## src/rtl/lcd_pkg.sv

```systemverilog
// Shared types, 50 MHz timing defaults and HD44780 command codes for the LCD bus arbiter.
package lcd_pkg;

    typedef enum logic [2:0] {
        ST_POWER_ON,
        ST_IDLE,
        ST_SETUP,
        ST_ENABLE,
        ST_EXEC
    } state_t;

    localparam int unsigned T_PWR_DEF        = 1000000;
    localparam int unsigned T_SETUP_DEF      = 2000;
    localparam int unsigned T_EN_DEF         = 50000;
    localparam int unsigned T_EXEC_SHORT_DEF = 2000;
    localparam int unsigned T_EXEC_LONG_DEF  = 100000;
    localparam int unsigned T_LOCK_TO_DEF    = 5000000;

    localparam logic [7:0] CMD_CLEAR    = 8'h01;
    localparam logic [7:0] CMD_HOME     = 8'h02;
    localparam logic [7:0] CMD_HOME_ALT = 8'h03;
    localparam logic [7:0] CMD_LINE2    = 8'hC0;

    // Clear and return-home (bit 0 is don't-care on home) need the long execution wait.
    function automatic logic is_long_cmd(input logic rs, input logic [7:0] data);
        return !rs && (data == CMD_CLEAR || data == CMD_HOME || data == CMD_HOME_ALT);
    endfunction

endpackage

```

## src/rtl/lcd_phase_timer.sv

```systemverilog
// Loadable 32-bit down-counter; expire is high while the count sits at zero.
module lcd_phase_timer #(
    parameter logic [31:0] RESET_VALUE = 32'd0
) (
    input  logic        clk,
    input  logic        reset_n,
    input  logic        load,
    input  logic [31:0] load_value,
    output logic        expire
);

    logic [31:0] count;

    always_ff @(posedge clk or negedge reset_n) begin
        if (!reset_n) begin
            count <= RESET_VALUE;
        end else if (load) begin
            count <= load_value;
        end else if (count != 32'd0) begin
            count <= count - 32'd1;
        end
    end

    assign expire = (count == 32'd0);

endmodule

```

## src/rtl/lcd_bus_arbiter.sv

```systemverilog
// Two-writer HD44780 bus arbiter owning all LCD timing.
// Optional lock watchdog is compiled in with LCD_ARB_WATCHDOG_EN.
//
// state    | meaning
// POWER_ON | LCD power-up wait, no grants
// IDLE     | arbitrate between A and B
// SETUP    | rs/data settle before enable
// ENABLE   | enable pulse high
// EXEC     | wait for the LCD to execute the byte
module lcd_bus_arbiter
    import lcd_pkg::*;
#(
    parameter int unsigned T_PWR        = T_PWR_DEF,
    parameter int unsigned T_SETUP      = T_SETUP_DEF,
    parameter int unsigned T_EN         = T_EN_DEF,
    parameter int unsigned T_EXEC_SHORT = T_EXEC_SHORT_DEF,
    parameter int unsigned T_EXEC_LONG  = T_EXEC_LONG_DEF,
    parameter int unsigned T_LOCK_TO    = T_LOCK_TO_DEF
) (
    input  logic       clk,
    input  logic       reset_n,
    input  logic       a_valid,
    input  logic       a_rs,
    input  logic [7:0] a_data,
    input  logic       a_lock,
    output logic       a_ready,
    output logic       a_done,
    input  logic       b_valid,
    input  logic       b_rs,
    input  logic [7:0] b_data,
    input  logic       b_lock,
    output logic       b_ready,
    output logic       b_done,
    output logic [7:0] lcd_data,
    output logic       lcd_rs,
    output logic       lcd_en,
    output logic       lcd_rw,
    output logic       lcd_on,
    output logic       lcd_blon,
    output logic       busy,
    output logic       owner,
    output logic       lock_err
);

    state_t      state, state_next;
    logic        timer_load, timer_expire;
    logic [31:0] timer_value;
    logic        lock, last_b;
    logic        elig_a, elig_b, grant_a, grant_b, grant, exec_done, wd_hit;

    lcd_phase_timer #(.RESET_VALUE(32'(T_PWR - 1))) u_timer (
        .clk        (clk),
        .reset_n    (reset_n),
        .load       (timer_load),
        .load_value (timer_value),
        .expire     (timer_expire)
    );

    // A held lock narrows eligibility to the owner; otherwise ties go to the side not granted last.
    assign elig_a  = a_valid && (!lock || !owner);
    assign elig_b  = b_valid && (!lock || owner);
    assign grant_a = (state == ST_IDLE) && elig_a && (!elig_b || last_b);
    assign grant_b = (state == ST_IDLE) && elig_b && (!elig_a || !last_b);
    assign grant   = grant_a || grant_b;

    always_comb begin
        state_next  = state;
        timer_load  = 1'b0;
        timer_value = 32'd0;
        case (state)
            ST_POWER_ON: if (timer_expire) state_next = ST_IDLE;
            ST_IDLE: if (grant) begin
                state_next  = ST_SETUP;
                timer_load  = 1'b1;
                timer_value = 32'(T_SETUP - 1);
            end
            ST_SETUP: if (timer_expire) begin
                state_next  = ST_ENABLE;
                timer_load  = 1'b1;
                timer_value = 32'(T_EN - 1);
            end
            ST_ENABLE: if (timer_expire) begin
                state_next  = ST_EXEC;
                timer_load  = 1'b1;
                timer_value = is_long_cmd(lcd_rs, lcd_data) ? 32'(T_EXEC_LONG - 1)
                                                            : 32'(T_EXEC_SHORT - 1);
            end
            ST_EXEC: if (timer_expire) state_next = ST_IDLE;
            default: state_next = ST_POWER_ON;
        endcase
    end

    always_ff @(posedge clk or negedge reset_n) begin
        if (!reset_n) state <= ST_POWER_ON;
        else          state <= state_next;
    end

    always_ff @(posedge clk or negedge reset_n) begin
        if (!reset_n) begin
            lcd_rs   <= 1'b0;
            lcd_data <= 8'h00;
            owner    <= 1'b0;
            last_b   <= 1'b1;
            lock     <= 1'b0;
        end else if (grant_b) begin
            lcd_rs   <= b_rs;
            lcd_data <= b_data;
            owner    <= 1'b1;
            last_b   <= 1'b1;
            lock     <= b_lock;
        end else if (grant_a) begin
            lcd_rs   <= a_rs;
            lcd_data <= a_data;
            owner    <= 1'b0;
            last_b   <= 1'b0;
            lock     <= a_lock;
        end else if (wd_hit) begin
            lock     <= 1'b0;
        end
    end

`ifdef LCD_ARB_WATCHDOG_EN
    logic [31:0] wd_cnt;
    logic        wd_tick;

    // Only idle cycles with the lock owner silent count toward the timeout.
    assign wd_tick = (state == ST_IDLE) && lock && !(owner ? b_valid : a_valid);
    assign wd_hit  = wd_tick && (wd_cnt == 32'(T_LOCK_TO - 1));

    always_ff @(posedge clk or negedge reset_n) begin
        if (!reset_n)              wd_cnt <= 32'd0;
        else if (grant || wd_hit)  wd_cnt <= 32'd0;
        else if (wd_tick)          wd_cnt <= wd_cnt + 32'd1;
    end

    assign lock_err = wd_hit;
`else
    assign wd_hit   = 1'b0;
    assign lock_err = 1'b0;
`endif

    assign exec_done = (state == ST_EXEC) && timer_expire;
    assign a_ready   = grant_a;
    assign b_ready   = grant_b;
    assign a_done    = exec_done && !owner;
    assign b_done    = exec_done && owner;
    assign lcd_en    = (state == ST_ENABLE);
    assign lcd_rw    = 1'b0;
    assign lcd_on    = 1'b1;
    assign lcd_blon  = 1'b1;
    assign busy      = (state != ST_IDLE);

endmodule

```

## config.mk

```make
export PLATFORM = sky130hd
export DESIGN_NAME = lcd_bus_arbiter
export DESIGN_NICKNAME = d
export VERILOG_FILES = /design/src/rtl/lcd_pkg.sv /design/src/rtl/lcd_phase_timer.sv /design/src/rtl/lcd_bus_arbiter.sv
export SDC_FILE = /design/constraint.sdc
export NUM_CORES = 1
export LEC_CHECK = 0
export BUFFER_PORTS_ARGS = -buffer_cell sky130_fd_sc_hd__buf_4
export CORE_MARGIN = 10
export CORE_UTILIZATION = 50
export DETAILED_ROUTE_END_ITERATION = 7
export PLACE_DENSITY = 0.72
export SLEW_MARGIN = 20
export SYNTH_ARGS = -nofsm -noshare
export SYNTH_HDL_FRONTEND = slang
export SYNTH_HIERARCHICAL = 1
export SYNTH_SLANG_ARGS = --single-unit
```

## constraint.sdc

```tcl
create_clock -name clk -period 3.5 [get_ports clk]
set_input_delay 0.175 -clock clk [delete_from_list [all_inputs] [get_ports clk]]
set_output_delay 0.175 -clock clk [all_outputs]
set_load 0.01 [all_outputs]
```

Word-level counts from Yosys, hierarchy flattened. Index checks and enable logic that the tools add are counted.

Reductions and logical operators: 31. Add/sub/neg operators: 1. Multiplexer cells: 23. Eq/ne operators: 12.

Operator list (count): 32-bit two-way mux (2); 17-bit one-hot mux with 3 select lines (1); 17-bit two-way mux (2); 32-bit logical NOT (1); 32-bit nonzero test (1); 32-bit by 1-bit subtractor with 32-bit output, second input constant (1); 8-bit by 2-bit == test with 1-bit output, second input constant (2); 16-bit two-way mux (1); 8-bit two-way mux (2); 3-bit two-way mux (4); 3-bit one-hot mux with 4 select lines (1); 11-bit two-way mux (1); 1-bit logical AND (10); 8-bit by 1-bit == test with 1-bit output, second input constant (1); 1-bit two-way mux (8); 1-bit logical OR (7); 3-bit by 2-bit == test with 1-bit output, second input constant (2); 1-bit logical NOT (6); 2-bit by 1-bit inequality test with 1-bit output, second input constant (2); 2-bit inequality test, second input constant (2); 4-bit AND reduction (1); 2-bit nonzero test (2); 2-bit OR reduction (2); 3-bit by 1-bit == test with 1-bit output, second input constant (1); other kinds (4) (4).

Output and inout bits: 20. Register bits after elaboration: 47. Input bits: 24. Logic and storage cells: 74.

Depth between registers and ports, before layout.
Word-level depth: 10. Gate-level depth with buffers: 12. Gate-level depth less buffers: 10.

Modules after synthesis. Netlist, hierarchy kept.

Modules (own cells, without submodules): lcd_phase_timer (cells each 209, seq. area each 815.8 µm², times used 1, area each 1908.1 µm²); lcd_bus_arbiter (cells each 110, seq. area each 376.6 µm², times used 1, area each 973.4 µm²).

Least setup slack after synthesis. No wires, ideal clock.

Path type: reg-to-reg. From: register u_timer.count[0]. To: register u_timer.count[3]. Period minus slack after synthesis: 2.868 ns. Path slack: 0.632 ns. Cell stages (with the launch flop): 13. Data required time: 3.395 ns. Arrival: 2.763 ns. Setup time: 0.105 ns. Path buffers: 3. Path through: dfstp_2 > inv_1 > ha_1 > nor2b_1 > nand4_2 > nor3_4 > buf_2 > nand3b_1 > nand2_1 > clkbuf_1 > clkbuf_1 > a21oi_1 > o41ai_1.

Word-level cells in the longest chain between the ends: 4. Elaborated cells between the ends (all ways): 11. Those cells by class: add/sub: 1; mux: 7; reduce/logical: 3.

RTL lines: start, declared (line lcd_phase_timer.sv:12) `logic [31:0] count;`; start signal, assigned (line lcd_phase_timer.sv:18) `count <= load_value;`; start signal, assigned (line lcd_phase_timer.sv:20) `count <= count - 32'd1;`; 32-bit logical NOT * (line lcd_phase_timer.sv:24) `assign expire = (count == 32'd0);`; net timer_expire (line lcd_bus_arbiter.sv:46) `logic timer_load, timer_expire;`; 1-bit two-way mux * (line lcd_bus_arbiter.sv:77, lcd_bus_arbiter.sv:82); 1-bit one-hot mux with 2 select lines * (line lcd_bus_arbiter.sv:70) `case (state)`; net timer_load (line lcd_bus_arbiter.sv:46); 32-bit two-way mux or 2-bit nonzero test (tied branches).

The timed path passes the listed nets; every way through them passes the cells marked *. The select of a mux whose other input is x is not followed. A chain may end at the register's enable or synchronous reset.

Worst setup path in the final report.
From: register u_timer.count[0]. To: register u_timer.count[17].

The elaborated chain is that of the path after synthesis.

==> results by group <==
Drt
  • Via Count: 2,406
  • DRT met1 WL: 3159 um
  • Drt pass-1 iters: 6
  • WL/cell: 14.79 um
  • DR iter-0 viols: 227
  • Routed wl met3: 216 um
  • Vias per Instance: 5.383
  • WL final: 6611 um
  • Met2 wire len: 3154 um
  • Top sig layer: met4
  • # DRC: 0
  • Post-route ant nets: 0

Die
  • Die height: 95.92 um
  • Core area: 5540 um2
  • Starting density of the core: 52.01%
  • Die area: 9200 um2
  • I/O Pins: 44
  • Die X: 95.92 um
  • Site row count: 27

Place
  • Gpl congestion: 0.8432
  • Inst Count DP: 438
  • IO buf count: 39
  • Placed inst area: 3281 um2
  • Final HPWL DP: 4818 um

Synth
  • Area leader, netlist: dfrtp_1
  • Cell Area, Synth: 2882 um2
  • Top cells by count, synth: 38 x inv_1, 34 x dfrtp_1, 33 x nand2_1
  • Flops & latches, synth: 47
  • Top cells by area, synth: dfrtp_1 30%, dfstp_2 12%, xnor2_1 6.1%
  • Synth top area share: 29.53%
  • Post-synth EDFFs: 0
  • Prevailing post-synth register cell: dfrtp_1
  • Post-synth cell types: 53
  • Synth Area per Inst: 9.033 um2
  • Most frequent cell after synthesis: inv_1
  • Ys Warns: 6
  • Syn Inst Count: 319
  • Async S/R FF share, synth: 100.0%
  • Post-synthesis sequential area ratio: 41.38%

Critical path
  • Worst Setup SP: u_timer/count[0]
  • Crit path max fanout: 26
  • Data arrival, critical path: 2.99 ns
  • CP Launch Type: flop
  • R2r startpoint: u_timer/count[0]
  • Worst EP required: 3.72 ns
  • Crit Path Class: flop to flop
  • Setup crit end kind: flop

Global routing
  • Antenna violations before repair: 0
  • Largest net degree at the start of global routing: 48
  • Gr ovfl total: 0
  • First-pass GRT wire length: 11,000 um
  • Gr usage total: 14.96%
  • Vias in the first global route: 2,233

Clock network
  • Clock Tree Buf Depth: 2
  • CTS tree: yes
  • H-tree depth: 2
  • Root Buffer: clkbuf_8
  • CTS Sinks: 47
  • CTS clock-pin slew for the worst setup and hold paths: 0.08 ns
  • TritonCTS buffer count: 5
  • Clock Latency Late Sink: 0.30 ns

Power
  • Pint: 1429 uW
  • PnR Total Power: 2324 uW
  • Power Density: 689.3 nW/um2
  • Peak supply drop: 0.4482 mV
  • P_leak: 0.001484 uW
  • Psw: 894.8 uW
  • Reg power frac: 50.0%
  • Sw Share: 38.51%
  • Logic pwr share: 36.4%
  • Clock power share: 13.6%

Outcome
  • Outcome: finished, final reports clean

Timing
  • Final period utilization: 79.05%
  • Maximum achievable frequency: 361.4 MHz
  • Worst rel slew slack: 45.63%
  • Hold WS: 0.1302 ns
  • Clk_skew: 0.006034 ns
  • Final hold violation count: 0
  • Fin crit period: 2.767 ns
  • Final setup vio count: 0
  • RSZ-0062 raised after global routing: false
  • Slew @ Worst Pin: 0.8155 ns
  • Max Transition Viols Final: 0
  • Setup_tns: 0 ns

Final layout
  • Area delta synth->final: 16.98%
  • Antenna Cells: 0
  • Fin area: 3371 um2
  • Share of layout cells above drive strength 1: 20.27%
  • NumNets Final: 399
  • Layout Cells excl Fill: 447

Worst hold path
  • HP Class: input port to flop
  • Hold_sp: a_data[3]

Job
  • Max-Cap Viols: 0
[metrics by stage]
stage | setup WS [ns] | util, %
6_report | 0.7333 | 60.84
3_5_place_dp | 0.7517 | 59.21
5_1_grt | 0.4636 | 60.84
4_1_cts | 0.7190 | 60.84
3_3_place_gp | 0.8154 | 59.21
2_1_floorplan | 0.6317 | -
[registers in the layout, summed over array words and instances (netlist names)]
name / flops
lcd_data: 8
last_b: 1
u_timer/count: 32
lock: 1
owner: 1
state: 3
lcd_rs: 1
[layer usage]
metal  track usage (%)  vias to the layer above
li1                  -                     1214
met1             20.15                     1147
met2             24.04                       38
met3             2.568                        7
met4             4.423                        0
met5                 0                        -
[power by group through the flow]
stage	Sequential [uW]	Combinational, uW	Clock [uW]
5_1_grt	1210	950	350
6_report	1160	846	317
4_1_cts	1160	856	325
2_1_floorplan	1110	598	0
3_3_place_gp	1150	837	0
3_5_place_dp	1160	849	0
[critical path: stages, from the launching register on]
cell	delay [ns]
dfstp_2	0.56
inv_1	0.07
ha_1	0.23
nor2b_1	0.18
nand4_2	0.16
nor3_4	0.06
nand3b_1	0.23
nand2_1	0.32
buf_12	0.27
or2_2	0.38
o21ai_0	0.21
[path summary, 6_finish.rpt]
kind	end	slack, ns	cells after the start
min in group asynchronous	lcd_data[5]	0.42	2
worst max register to register	u_timer/count[17]	0.73	10
worst min register to register	last_b	0.53	1
worst max-delay path	u_timer/count[17]	0.73	10
worst min-delay path	lcd_data[3]	0.13	3
max in group asynchronous	u_timer/count[25]	2.67	2
[kinds of logic (layout without fill, tap and decap cells)]
| family | count (synthesis) | count (layout) | synth area share [%] |
|---|---|---|---|
| buf+inv | 56 | 91 | 8.858 |
| other cells | 2 | 23 | 0.2606 |
| flops | 47 | 47 | 41.38 |
| compound gates | 65 | 65 | 17.72 |
| mux | 6 | 6 | 2.214 |
| fa+ha+maj | 1 | 1 | 0.4341 |
| simple gates | 119 | 119 | 22.15 |
| xor+xnor | 23 | 23 | 6.991 |
[final cells by class]
| cell class | count | area, um2 |
|---|---|---|
| flip-flops and latches | 47 | 1192 |
| clock buffers | 8 | 80.08 |
| inverters | 38 | 142.6 |
| multi-input cells | 237 | 1513 |
| fillers | 504 | 2170 |
| repair buffers | 45 | 352.8 |
| well taps | 72 | 90.09 |
[what timing repair did]
item,4_1_cts,5_1_grt
endpoints found under the hold margin,34,0
buffers inserted,0,0
resized for setup,0,0
endpoints found under the setup margin,0,0
hold buffers,1,0
[cell usage in the layout, fill, tap and decap left out, types with 5 or more instances in the layout]
cell and count:
buf_4 43, inv_1 38, dfrtp_1 34, nand2_1 33
nor2_1 23, conb_1 23, xnor2_1 20, nor3_1 18
o31ai_1 15, dfstp_2 13, o21ai_0 12, a222oi_1 10
nor4_1 8, a21oi_1 6, clkbuf_8 5
No activity file was read; power rests on OpenSTA's default activity.
